File: src/rtl/instr_fetch_pkg.sv
// Shared defines for the fetch stage and the control decoder:
// the word width, the HLT opcode and the bubble encoding.
package instr_fetch_pkg;

    localparam int WORD_W = 16;

    localparam logic [3:0] OPC_HLT = 4'hF;

    localparam logic [WORD_W-1:0] INSTR_NOP_WORD = 16'h0000;

    typedef logic [WORD_W-1:0] wordT;

    typedef enum logic {
        FETCH_RUN,
        FETCH_HALT
    } fetchStateE;

    function automatic logic isHalt(input wordT word);
        return (word[WORD_W-1:WORD_W-4] == OPC_HLT);
    endfunction

endpackage

File: src/rtl/instr_fetch_if_id_reg.sv
// IF/ID pipeline register: a flush inserts a bubble and takes priority over hold.
module if_id_reg
    import instr_fetch_pkg::*;
#(
    parameter wordT INSTR_NOP = INSTR_NOP_WORD
) (
    input  logic clk,
    input  logic rst_n,
    input  logic hold,
    input  logic flush,
    input  wordT instrIn,
    input  wordT pcPlus1In,
    output wordT instr,
    output wordT pcPlus1,
    output logic vld
);

    always_ff @(posedge clk or negedge rst_n) begin
        if (!rst_n) begin
            instr   <= INSTR_NOP;
            pcPlus1 <= '0;
            vld     <= 1'b0;
        end else if (flush) begin
            instr   <= INSTR_NOP;
            pcPlus1 <= '0;
            vld     <= 1'b0;
        end else if (!hold) begin
            instr   <= instrIn;
            pcPlus1 <= pcPlus1In;
            vld     <= 1'b1;
        end
    end

endmodule

File: src/rtl/instr_fetch.sv
// Instruction fetch stage: PC, halt tracking and the IF/ID register.
// Optional FETCH_PERF_CNT_EN adds saturating stall/flush counters.
module instr_fetch
    import instr_fetch_pkg::*;
#(
    parameter wordT RESET_PC  = 16'h0000,
    parameter wordT INSTR_NOP = INSTR_NOP_WORD
) (
    input  logic              clk,
    input  logic              rst_n,
    input  logic              stall,
    input  logic              redirect,
    input  logic [WORD_W-1:0] redirect_pc,
    output logic [WORD_W-1:0] imem_addr,
    output logic              imem_rd_en,
    input  logic [WORD_W-1:0] imem_data,
    output logic [WORD_W-1:0] instr_out,
    output logic [WORD_W-1:0] pc_plus1_out,
    output logic              instr_vld,
    output logic              halted
`ifdef FETCH_PERF_CNT_EN
    ,
    output logic [WORD_W-1:0] stall_cnt,
    output logic [WORD_W-1:0] flush_cnt
`endif
);

    wordT       pc;
    wordT       pcPlus1;
    fetchStateE stateQ;
    fetchStateE stateD;
    logic       fetchNow;
    logic       haltFetched;

    assign pcPlus1     = pc + 16'd1;
    assign fetchNow    = !redirect && !halted && !stall;
    assign haltFetched = fetchNow && isHalt(imem_data);

    assign imem_addr  = pc;
    assign imem_rd_en = rst_n & ~halted & ~stall;

    always_ff @(posedge clk or negedge rst_n) begin
        if (!rst_n) begin
            stateQ <= FETCH_RUN;
        end else begin
            stateQ <= stateD;
        end
    end

    always_comb begin
        stateD = stateQ;
        case (stateQ)
            FETCH_RUN:  if (haltFetched) stateD = FETCH_HALT;
            FETCH_HALT: if (redirect)    stateD = FETCH_RUN;
            default:    stateD = FETCH_RUN;
        endcase
    end

    always_comb begin
        halted = (stateQ == FETCH_HALT);
    end

    // The PC parks on an HLT word so a later redirect is the only way out.
    always_ff @(posedge clk or negedge rst_n) begin
        if (!rst_n) begin
            pc <= RESET_PC;
        end else if (redirect) begin
            pc <= redirect_pc;
        end else if (fetchNow && !haltFetched) begin
            pc <= pcPlus1;
        end
    end

    if_id_reg #(
        .INSTR_NOP(INSTR_NOP)
    ) ifIdReg (
        .clk      (clk),
        .rst_n    (rst_n),
        .hold     (halted | stall),
        .flush    (redirect),
        .instrIn  (imem_data),
        .pcPlus1In(pcPlus1),
        .instr    (instr_out),
        .pcPlus1  (pc_plus1_out),
        .vld      (instr_vld)
    );

`ifdef FETCH_PERF_CNT_EN
    always_ff @(posedge clk or negedge rst_n) begin
        if (!rst_n) begin
            stall_cnt <= '0;
            flush_cnt <= '0;
        end else begin
            if (stall && !redirect && !halted && stall_cnt != '1) begin
                stall_cnt <= stall_cnt + 16'd1;
            end
            if (redirect && flush_cnt != '1) begin
                flush_cnt <= flush_cnt + 16'd1;
            end
        end
    end
`endif

endmodule

File: config.mk
export PLATFORM = sky130hd
export DESIGN_NAME = instr_fetch
export DESIGN_NICKNAME = d
export VERILOG_FILES = /design/src/rtl/instr_fetch_pkg.sv /design/src/rtl/instr_fetch_if_id_reg.sv /design/src/rtl/instr_fetch.sv
export SDC_FILE = /design/constraint.sdc
export NUM_CORES = 1
export LEC_CHECK = 0
export ABC_AREA = 1
export CORE_MARGIN = 1.5
export CORE_UTILIZATION = 50
export CTS_BUF_LIST = sky130_fd_sc_hd__clkbuf_4 sky130_fd_sc_hd__clkbuf_8
export DETAILED_ROUTE_END_ITERATION = 7
export PLACE_DENSITY = 0.85
export SYNTH_ARGS = -nofsm -noshare
export SYNTH_HDL_FRONTEND = slang
export SYNTH_HIERARCHICAL = 1
export SYNTH_SLANG_ARGS = --single-unit
File: constraint.sdc
create_clock -name clk -period 3.8 [get_ports clk]
set_input_delay 0.76 -clock clk [delete_from_list [all_inputs] [get_ports clk]]
set_output_delay 0.76 -clock clk [all_outputs]
set_load 0.03 [all_outputs]
* Word-level counts from Yosys, hierarchy flattened *
Index checks and enable logic that the tools add are counted.
W data, S select, Z words.

storage, ports and cells
  bits in registers = 50
  output and inout port bits = 51
  word-level logic and storage cells = 33

operators by class
  $add $sub $neg = 1
  eq/ne operators = 2
  mux-type cells = 11
  bitwise operators = 5
  reduce and logical (&&, ||, !) cells = 9

operator list
  kind                     number
  $mux W16                 6
  $add A16 B1 Y16 const B  1
  $eq A4 B4 Y1 const B     1
  $logic_and A1 B1 Y1      4
  $logic_not A1 Y1         4
  $mux W1                  4
  $and A1 B1 Y1            2
  $ne A2 B2 Y1 const B     1
  $not A1 Y1               2
  $pmux W1 S2              1
  $reduce_bool A2 Y1       1
  $or A1 B1 Y1             1

* Logic depth before layout (Yosys ltp) *
Gate-level depths: netlist of run 1.

  word-level depth = 8
  mapped depth = 9

* Hierarchy *
The synthesis of run 1 kept the hierarchy.

by module, submodules not included
  module       times used  cells each  area an instance (um^2)
  if_id_reg    1           143         1343.8
  instr_fetch  1           182         1216.2

* Worst setup path before layout of run 1 *
Ideal clock, no wire load.

  kind = input -> output
  start = input port rst_n
  end = output port imem_rd_en
  data arrival time = 1.205 ns
  required time = 3.040 ns
  path slack = 1.835 ns
  stages = 2
  buffers on the path = 0
  cells stage by stage = nand2_1 -> nor2_1

between the ends
  longest elaborated chain between the ends = 2

ends and longest elaborated chain
  item                         line               RTL
  from (decl)                  instr_fetch.sv:10  input logic rst_n,
  $and A1 B1 Y1 (2 in series)  instr_fetch.sv:40  assign imem_rd_en = rst_n & ~halted & ~stall;
  to (decl)                    instr_fetch.sv:15  output logic imem_rd_en,

Every way passes these cells.

* Worst setup path after layout of run 1 *
  start = input port stall
  end = output port imem_rd_en

between the ends
  longest elaborated chain between the ends = 2

ends and longest elaborated chain
  item           line               RTL
  from (decl)    instr_fetch.sv:11  input logic stall,
  $not A1 Y1     instr_fetch.sv:40
  $and A1 B1 Y1  instr_fetch.sv:40

Every way passes these cells.

==> reports/metrics.yaml, run 1 <==
yosys:
  synth-async-reset-ratio_pct: 100
  synth_top_area_share_pct: 48.9
  synth.most_common_cell: "nand2_1"
  synth.top_cells.by_count: "143 x nand2_1, 56 x nand3_1, 50 x dfrtp_1, 19 x inv_1, 12 x nor2_1"
  syn_inst: 325
  yosysSeqAreaShare_pct: 48.9
  synth_area_leaders: "dfrtp_1 49%, nand2_1 21%, nand3_1 11%"
  ys_ff_latch: 50
  postSynthNetCount: 362
  synth_area_sq_um: 2560
  synth_top_flop_cell: "dfrtp_1"
  ys_warn_count: 6
  ys_types: 25
  synth_top_cell_by_area: "dfrtp_1"
  synth.avg_cell_area_sq_um: 7.88
  synth-edff-count: 0
setup_path:
  r2r_cells: 6
  r2r-end: "imem_addr[10]$_DFFE_PN0P_"
  rr_startpoint: "halted$_DFF_PN0_"
  critPathKind: "primary input to output port"
  worstPathArrival_ns: 1.98
  crit_path_end_kind: "output port"
  worst_setup_path_start_kind: "primary input"
  critPathLaunch: "stall"
  cp_max_fo: 2
  required_ns: 3.04
  regToRegSetupSlack_ns: 2.12
sta:
  setup_viol: 0
  tns_ns: 0
  hold_viol_final: 0
  post-route-min-period_ns: 2.74
  fmax_mhz: 365
  max_slew.worst_pin.slew_ns: 0.926
  final.period_utilization_pct: 72.2
  rsz0062_at_grt: "no"
  drv_slew: 0
  max_slew_margin_pct: 38.2
  finClkSkew_ns: 0.00347
  hold_ws_ns: 0.514
final_layout:
  drive_gt1_share_pct: 5.16
  insertedDiodeCount: 0
  nNetsFinal: 443
  nFillCells: 399
  area_delta_synth_final_pct: 36.5
cts:
  ctsLongestPathBuffers: 2
  clk_latency_ns: 0.30
  ctsResizeCount: 0
  holdBufCountCts: 0
  cts_tree: "done"
  cts_setup_buffers: 0
  clock_sinks: 50
  clk_pin_slew_ns: 0.08
  htree_levels: 2
  cts-buffers-inserted: 5
  cts-root-buf: "clkbuf_8"
power_and_ir_drop:
  ir_worst_vdd_uv: 236
  p_leak_nw: 1.71
  power.density_nw_per_um2: 402
worst_hold_path:
  min_path_cells: 2
  min_from: "ifIdReg/instr[1]$_DFFE_PN0P_"
  holdPathEnd: "ifIdReg/instr[1]$_DFFE_PN0P_"
  hold_class: "register to register"
grt:
  overflow: 0
  antenna_found_initial: 0
  grt_pass1_vias: 2252
  grt_first_pass_wirelength_microns: 10200
  grt_max_degree: 51
  track_usage_pct: 24.1
detailed_routing:
  ant_nets: 0
  route.detailed.drc: 0
  viasPerCell: 5.00
  first_pass_iters: 4
  wl_per_cell_microns: 13.4
  wirelength_microns: 6360
  first_iter_violations: 159
  num_vias: 2372
floorplanning:
  dieArea_sq_um: 5560
  rows: 25
  chipHeight_microns: 74.6
  core_area_sq_um: 4820
  die_w_microns: 74.6
  initial_core_util_pct: 53.1
  ios: 87
placed_design:
  gp_congestion: 0.877
  io_buffers: 86
  dp_hpwl_microns: 4450
flow_run:
  cap_violations: 0
run_status:
  run_status: "completed"
==> flip-flops by register name, indices dropped and copies added, names as in the netlist <==
signal and cells:
halted 1, ifIdReg/instr 16, ifIdReg/vld 1, imem_addr 16
ifIdReg/pcPlus1 16
==> report_power, final <==
group,switching (W),internal (W)
combinational,0.000236,0.000164
sequential,0.0000503,0.000580
clock,0.000165,0.000211
==> cell type report <==
| cell class | count | area [sq um] | share of cell area [%] |
|---|---|---|---|
| clock buffer | 7 | 83.8 | 2.40 |
| clock inverter | 1 | 30.0 | 0.860 |
| sequential | 50 | 1250 | 35.8 |
| multi-input combinational | 240 | 1090 | 31.2 |
| inverter | 20 | 77.6 | 2.22 |
| timing repair buffer | 89 | 878 | 25.1 |
| tap | 67 | 83.8 | 2.40 |
==> critical path, stage by stage <==
cell and delay, ns:
clkdlybuf4s50_1 0.41, nor2_1 0.12, clkdlybuf4s50_1 0.69
==> worst max path at each step <==
| stage | slack, ns | to | depth (start not counted) |
|---|---|---|---|
| after floorplan | 1.83 | imem_rd_en | 2 |
| after CTS | 1.06 | imem_rd_en | 3 |
| after global routing | 1.02 | imem_rd_en | 3 |
| after detailed placement | 1.06 | imem_rd_en | 3 |
| final | 1.06 | imem_rd_en | 3 |
| after global placement | 1.09 | imem_rd_en | 3 |
==> kinds of logic (layout without fill, tap and decap cells) <==
logic type / count (synthesis) / after routing / share of synthesized area [%]
AO/OA/AOI/OAI: 5 / 5 / 1.17
XOR/XNOR: 7 / 7 / 2.39
adder cells (fa/ha/maj): 1 / 1 / 0.489
buffers and inverters: 35 / 117 / 8.60
flip-flops: 50 / 50 / 48.9
multiplexers: 1 / 1 / 0.391
AND/OR/NAND/NOR: 226 / 226 / 38.1
==> metal layers <==
metal | wire length, microns | part of all wire [%] | up-vias | GRT usage (%)
met5 | 0 | 0 | - | 0
met4 | 76 | 1.2 | 0 | 6.67
met3 | 472 | 7.4 | 8 | 5.01
met2 | 2980 | 47 | 91 | 40.9
met1 | 2820 | 44 | 1084 | 31.3
li1 | - | - | 1189 | -
==> stage by stage <==
| step | total power (W) | std cells | util [%] | setup slack [ns] | cell area, sq um |
|---|---|---|---|---|---|
| after floorplan | 0.000863 | 325 | - | 1.83 | 2560 |
| after global placement | 0.00103 | 466 | 70.2 | 1.09 | 3380 |
| after detailed placement | 0.00104 | 466 | 70.2 | 1.06 | 3380 |
| after CTS | 0.00141 | 474 | 72.5 | 1.06 | 3490 |
| after global routing | 0.00148 | 474 | 72.5 | 1.02 | 3490 |
| final | 0.00141 | 474 | 72.5 | 1.06 | 3490 |
==> cells in the final DEF, fill, tap and decap left out, types with 2 or more instances in the layout <==
cell type	Yosys	routed
dfrtp_1	50	50
clkbuf_4	0	2
inv_1	19	19
nand4_1	4	4
and2_1	2	2
nand3_1	56	56
buf_4	0	3
xor2_1	6	6
nor2_2	3	3
nand3b_1	2	2
nand2_1	143	143
nor2_1	12	12
clkdlybuf4s50_1	0	85
nor2_4	2	2
clkbuf_8	0	5
No activity file was read; power rests on OpenSTA's default activity.
==> run 2: changes to the inputs <==
Settings changed: CORE_UTILIZATION 50 to 47, PLACE_DENSITY 0.85 to 0.8.
Clock period 3.8 ns to 2.71 ns, I/O delays scaled along.
==> run 2 against run 1 <==
Register-to-register slack got worse by 1.1 ns; hold slack got worse by 0.14 ns; sequential power increased by 40%; combinational power increased by 41%; non-clock buffer count increased by 1; via count increased by 0.30%; clock skew about the same; clock power increased by 69%; routed wire length decreased by 2.2%.
==> reports/metrics.yaml, run 2 (synthesis results as in run 1) <==
power_and_ir_drop:
  p_sw_w: 0.000645  # was 0.000451 W
  p_int_w: 0.00144  # was 0.000955 W
  seq_power_share_pct: 42.3  # was 44.8%
  totalPowerFinal_w: 0.00208  # was 0.00141 W
  power.share.clock_pct: 30.6  # was 26.8%
  ir_worst_vdd_uv: 278  # was 236 uV
  p_comb_share_pct: 27.1  # was 28.4%
  power.density_nw_per_um2: 589  # was 402 nW/um^2
  swShare_pct: 31.0  # was 32.1%
  p_leak_nw: 1.73  # was 1.71 nW
final_layout:
  drive_gt1_share_pct: 5.39  # was 5.16%
  final_cell_mix: "143 x nand2_1, 85 x clkdlybuf4s50_1, 56 x nand3_1"  # unchanged
  area_delta_synth_final_pct: 38.0  # was 36.5%
  multiInputGateArea_sq_um: 1090  # unchanged
  insertedDiodeCount: 0  # unchanged
  nFillCells: 423  # was 399
  layout_commonest_cell: "nand2_1"  # unchanged
  seq_area_sq_um: 1250  # unchanged
  nNetsFinal: 444  # was 443
detailed_routing:
  first_iter_violations: 171  # was 159
  ant_nets: 0  # unchanged
  viasPerCell: 4.98  # was 5.00
  wl_per_cell_microns: 13.0  # was 13.4 microns
  route.detailed.drc: 0  # unchanged
  num_vias: 2379  # was 2372
  first_pass_iters: 4  # unchanged
  wirelength_microns: 6220  # was 6360 microns
setup_path:
  rr_startpoint: "imem_addr[0]$_DFFE_PN0P_"  # was halted$_DFF_PN0_
  crit_path_end: "imem_rd_en"  # unchanged
  worstPathArrival_ns: 1.75  # was 1.98 ns
  cp_max_fo: 2  # unchanged
  regToRegSetupSlack_ns: 0.99  # was 2.12 ns
  critPathKind: "primary input to output port"  # unchanged
  r2r_cells: 9  # was 6
  r2r-end: "ifIdReg/pcPlus1[10]$_DFFE_PN0P_"  # was imem_addr[10]$_DFFE_PN0P_
  required_ns: 2.17  # was 3.04 ns
  crit_path_end_kind: "output port"  # unchanged
  worst_setup_path_start_kind: "primary input"  # unchanged
  critPathLaunch: "stall"  # unchanged
cts:
  cts_tree: "done"  # unchanged
  clk_pin_slew_ns: 0.09  # was 0.08 ns
  ctsResizeCount: 0  # unchanged
  clock_sinks: 50  # unchanged
  ctsLongestPathBuffers: 2  # unchanged
  clk_latency_ns: 0.30  # about the same
  holdBufCountCts: 0  # unchanged
  cts-root-buf: "clkbuf_8"  # unchanged
  htree_levels: 2  # unchanged
  cts_setup_buffers: 0  # unchanged
  cts-buffers-inserted: 5  # unchanged
sta:
  hold_viol_final: 0  # unchanged
  drv_slew: 0  # unchanged
  final.period_utilization_pct: 84.4
  finClkSkew_ns: 0.00351  # was 0.00347 ns
  max_slew.worst_pin.slew_ns: 0.938  # was 0.926 ns
  fmax_mhz: 437
  max_slew_margin_pct: 37.4  # was 38.2%
  tns_ns: 0  # unchanged
  setup_viol: 0  # unchanged
  post-route-min-period_ns: 2.29
  rsz0062_at_grt: "no"  # unchanged
grt:
  grt_first_pass_wirelength_microns: 10700  # was 10200 microns
  antenna_found_initial: 0  # unchanged
  grt_max_degree: 51  # unchanged
  grt_pass1_vias: 2360  # was 2252
  overflow: 0  # unchanged
  track_usage_pct: 22.5  # was 24.1%
floorplanning:
  core_area_sq_um: 5170  # was 4820 sq um
  rows: 26  # was 25
  chipHeight_microns: 76.8  # was 74.6 microns
  dieArea_sq_um: 5900  # was 5560 sq um
  initial_core_util_pct: 49.5  # was 53.1%
  die_w_microns: 76.8  # was 74.6 microns
  ios: 87  # unchanged
worst_hold_path:
  hold_class: "primary input to async pin"  # was register to register
placed_design:
  dp_hpwl_microns: 4430  # was 4450 microns
  gp_congestion: 0.837  # was 0.877
  io_buffers: 86  # unchanged
flow_run:
  cap_violations: 0  # unchanged
run_status:
  run_status: "completed"  # unchanged
## run 2: changes by cell type in the layout (fill, tap and decap cells not counted)
cell and change:
clkbuf_4 -2, buf_4 +1, bufinv_16 +1, clkbuf_8 +1
## run 2: layout make-up
type                       instances  area share, %
clock buffer                       6           2.34
clock inverter                     2           1.70
inverter                          20           2.20
multi-input combinational        240           30.8
sequential                        50           35.4
tap                               70           2.48
timing repair buffer              90           25.1
## run 2: worst max-delay path, cell delays in order
cell	delay [ns]
clkdlybuf4s50_1	0.42
nor2_1	0.11
clkdlybuf4s50_1	0.67
## run 2: power groups by stage
stage                     Clock (W)  Sequential (W)  Combinational, W
after detailed placement          0        0.000894          0.000562
after global routing       0.000675        0.000893          0.000606
after floorplan                   0         0.00102          0.000190
after global placement            0        0.000892          0.000554
final                      0.000637        0.000881          0.000563
after CTS                  0.000643        0.000880          0.000566
## run 2: how the worst min path moves through the flow
stage / startpoint / end / slack (ns) / depth (start not counted)
after floorplan: rst_n / halted$_DFF_PN0_ / 0.25 / 0
after global placement: ifIdReg/pcPlus1[5]$_DFFE_PN0P_ / ifIdReg/pcPlus1[5]$_DFFE_PN0P_ / 0.49 / 2
after detailed placement: ifIdReg/instr[9]$_DFFE_PN0P_ / ifIdReg/instr[9]$_DFFE_PN0P_ / 0.49 / 2
after CTS: rst_n / ifIdReg/instr[5]$_DFFE_PN0P_ / 0.40 / 2
after global routing: rst_n / halted$_DFF_PN0_ / 0.44 / 2
final: rst_n / ifIdReg/instr[12]$_DFFE_PN0P_ / 0.38 / 2
## run 2: metal layers
metal	global-route usage, %	part of all wire [%]
met1	30.2	46
met2	36.7	47
met3	3.45	6.5
met4	8.70	1.2
met5	0	0
## run 2: per-stage QoR
| stage | setup slack [ns] | cells | instance area (sq um) | utilization [%] | hold slack (ns) |
|---|---|---|---|---|---|
| after floorplan | 1.06 | 325 | 2560 | - | 0.246 |
| after global placement | 0.442 | 470 | 3390 | 65.6 | 0.493 |
| after detailed placement | 0.421 | 470 | 3390 | 65.6 | 0.494 |
| after CTS | 0.415 | 478 | 3530 | 68.3 | 0.396 |
| after global routing | 0.386 | 478 | 3530 | 68.3 | 0.444 |
| final | 0.422 | 478 | 3530 | 68.3 | 0.378 |
==> run 3: changes to the inputs <==
Clock period 2.71 ns to 2.3 ns, I/O delays scaled along.
==> run 3 against run 2 <==
Setup slack worse by 0.083 ns; hold slack worse by 0.090 ns; critical path depth is 2 lower; clock skew increased by 0.0014 ns; routed wire length grew 1.0%; global-route usage barely moved; non-clock buffer count is the same; combinational power rose by 17%; critical endpoint is now imem_addr[11]; highest routed layer unchanged.
==> reports/metrics.yaml, run 3 (synthesis results as in run 1) <==
final_layout:
  area_delta_synth_final_pct: 36.8  # was 38.0%
  layout_commonest_cell: "nand2_1"  # unchanged
  nNetsFinal: 444  # unchanged
  final_cell_mix: "143 x nand2_1, 84 x clkdlybuf4s50_1, 56 x nand3_1"  # was 143 x nand2_1, 85 x clkdlybuf4s50_1, 56 x nand3_1
  drive_gt1_share_pct: 5.64  # was 5.39%
  insertedDiodeCount: 0  # unchanged
cts:
  ctsLongestPathBuffers: 2  # unchanged
  ctsResizeCount: 0  # unchanged
  clk_latency_ns: 0.30  # about the same
  cts_tree: "done"  # unchanged
  clk_pin_slew_ns: 0.09  # about the same
  htree_levels: 2  # unchanged
  holdBufCountCts: 0  # unchanged
  cts-buffers-inserted: 5  # unchanged
  clock_sinks: 50  # unchanged
  cts-root-buf: "clkbuf_8"  # unchanged
  cts_setup_buffers: 0  # unchanged
power_and_ir_drop:
  ir_worst_vdd_uv: 363  # was 278 uV
  power.density_nw_per_um2: 663  # was 589 nW/um^2
  p_leak_nw: 1.72  # was 1.73 nW
floorplanning:
  core_area_sq_um: 5170  # unchanged
  die_w_microns: 76.8  # unchanged
  rows: 26  # unchanged
  dieArea_sq_um: 5900  # unchanged
  initial_core_util_pct: 49.5  # unchanged
  chipHeight_microns: 76.8  # unchanged
  ios: 87  # unchanged
detailed_routing:
  first_iter_violations: 132  # was 171
  wl_per_cell_microns: 13.1  # was 13.0 microns
  wirelength_microns: 6290  # was 6220 microns
  first_pass_iters: 4  # unchanged
  ant_nets: 0  # unchanged
  route.detailed.drc: 0  # unchanged
  num_vias: 2365  # was 2379
  viasPerCell: 4.95  # was 4.98
sta:
  setup_viol: 0  # unchanged
  max_slew_margin_pct: 38.1  # was 37.4%
  rsz0062_at_grt: "no"  # unchanged
  hold_viol_final: 0  # unchanged
  setup_ws_ns: 0.339  # was 0.422 ns
  post-route-min-period_ns: 1.96
  max_slew.worst_pin.slew_ns: 0.928  # was 0.938 ns
  finClkSkew_ns: 0.00489  # was 0.00351 ns
  fmax_mhz: 510
  tns_ns: 0  # unchanged
  final.period_utilization_pct: 85.3
  drv_slew: 0  # unchanged
setup_path:
  critical_path.slowest_cell: "clkdlybuf4s50_1"  # unchanged
  crit_path_max_incr_delay_ns: 0.72  # was 0.67 ns
  rr_startpoint: "imem_addr[0]$_DFFE_PN0P_"  # unchanged
  regToRegSetupSlack_ns: 0.61  # was 0.99 ns
  worst_setup_path_start_kind: "register"  # was primary input
  worstPathArrival_ns: 1.50  # was 1.75 ns
  required_ns: 1.84  # was 2.17 ns
  crit_path_end_kind: "output port"  # unchanged
  r2r-end: "ifIdReg/pcPlus1[10]$_DFFE_PN0P_"  # unchanged
  worstPathCellList: "clkdlybuf4s50_1"  # was clkdlybuf4s50_1 -> nor2_1 -> clkdlybuf4s50_1
  crit_buf_inv: 1  # was 2
  r2r_cells: 9  # unchanged
  critPathKind: "register to output port"  # was primary input to output port
  cp_num_cells: 1  # was 3
  cp_top_family: "buffers and inverters"  # unchanged
  cp_max_fo: 7  # was 2
grt:
  grt_first_pass_wirelength_microns: 10600  # was 10700 microns
  grt_pass1_vias: 2284  # was 2360
  grt_max_degree: 51  # unchanged
  track_usage_pct: 22.6  # was 22.5%
  overflow: 0  # unchanged
  antenna_found_initial: 0  # unchanged
flow_run:
  cap_violations: 0  # unchanged
worst_hold_path:
  hold_class: "primary input to async pin"  # unchanged
run_status:
  run_status: "completed"  # unchanged
placed_design:
  io_buffers: 86  # unchanged
  gp_congestion: 0.890  # was 0.837
  dp_hpwl_microns: 4420  # was 4430 microns
  preCtsSetupSlack_ns: 0.142  # was 0.421 ns
-- run 3: worst max-delay path by stage --
| stage | from | to | slack [ns] |
|---|---|---|---|
| after detailed placement | stall | imem_addr[10]$_DFFE_PN0P_ | 0.14 |
| after global placement | redirect | ifIdReg/pcPlus1[7]$_DFFE_PN0P_ | 0.17 |
| after floorplan | imem_addr[1]$_DFFE_PN0P_ | ifIdReg/pcPlus1[10]$_DFFE_PN0P_ | 0.67 |
| final | imem_addr[11]$_DFFE_PN0P_ | imem_addr[11] | 0.34 |
| after global routing | redirect | ifIdReg/instr[10]$_DFFE_PN0P_ | 0.28 |
| after CTS | imem_addr[11]$_DFFE_PN0P_ | imem_addr[11] | 0.33 |
-- run 3: cell type report --
type                            count  area [sq um]
Clock buffer                        7          83.8
Clock inverter                      1          30.0
Fill cell                         408          1670
Inverter                           20          77.6
Multi-Input combinational cell    240          1090
Sequential cell                    50          1250
Tap cell                           70          87.6
Timing Repair Buffer               90           883
-- run 3: where the power goes --
part | total, W | internal, W | switching (W)
Combinational | 0.000660 | 0.000271 | 0.000389
Sequential | 0.00104 | 0.000958 | 0.0000831
Clock | 0.000623 | 0.000349 | 0.000273
-- run 3: metal layers --
layer / vias to the layer above / global-route usage [%] / share of wire [%]
li1: 1196 / - / -
met1: 1072 / 30.7 / 47
met2: 89 / 35.8 / 46
met3: 8 / 3.93 / 6.0
met4: 0 / 8.89 / 1.4
met5: - / 0 / 0
-- run 3: stage by stage --
step                      hold slack (ns)  power, W  instances  area, sq um  util [%]
after floorplan                     0.164   0.00143        325         2560         -
after global placement              0.493   0.00170        470         3390      65.5
after detailed placement            0.498   0.00172        470         3390      65.5
after CTS                           0.304   0.00234        478         3500      67.7
after global routing                0.331   0.00244        478         3500      67.7
final                               0.288   0.00232        478         3500      67.7
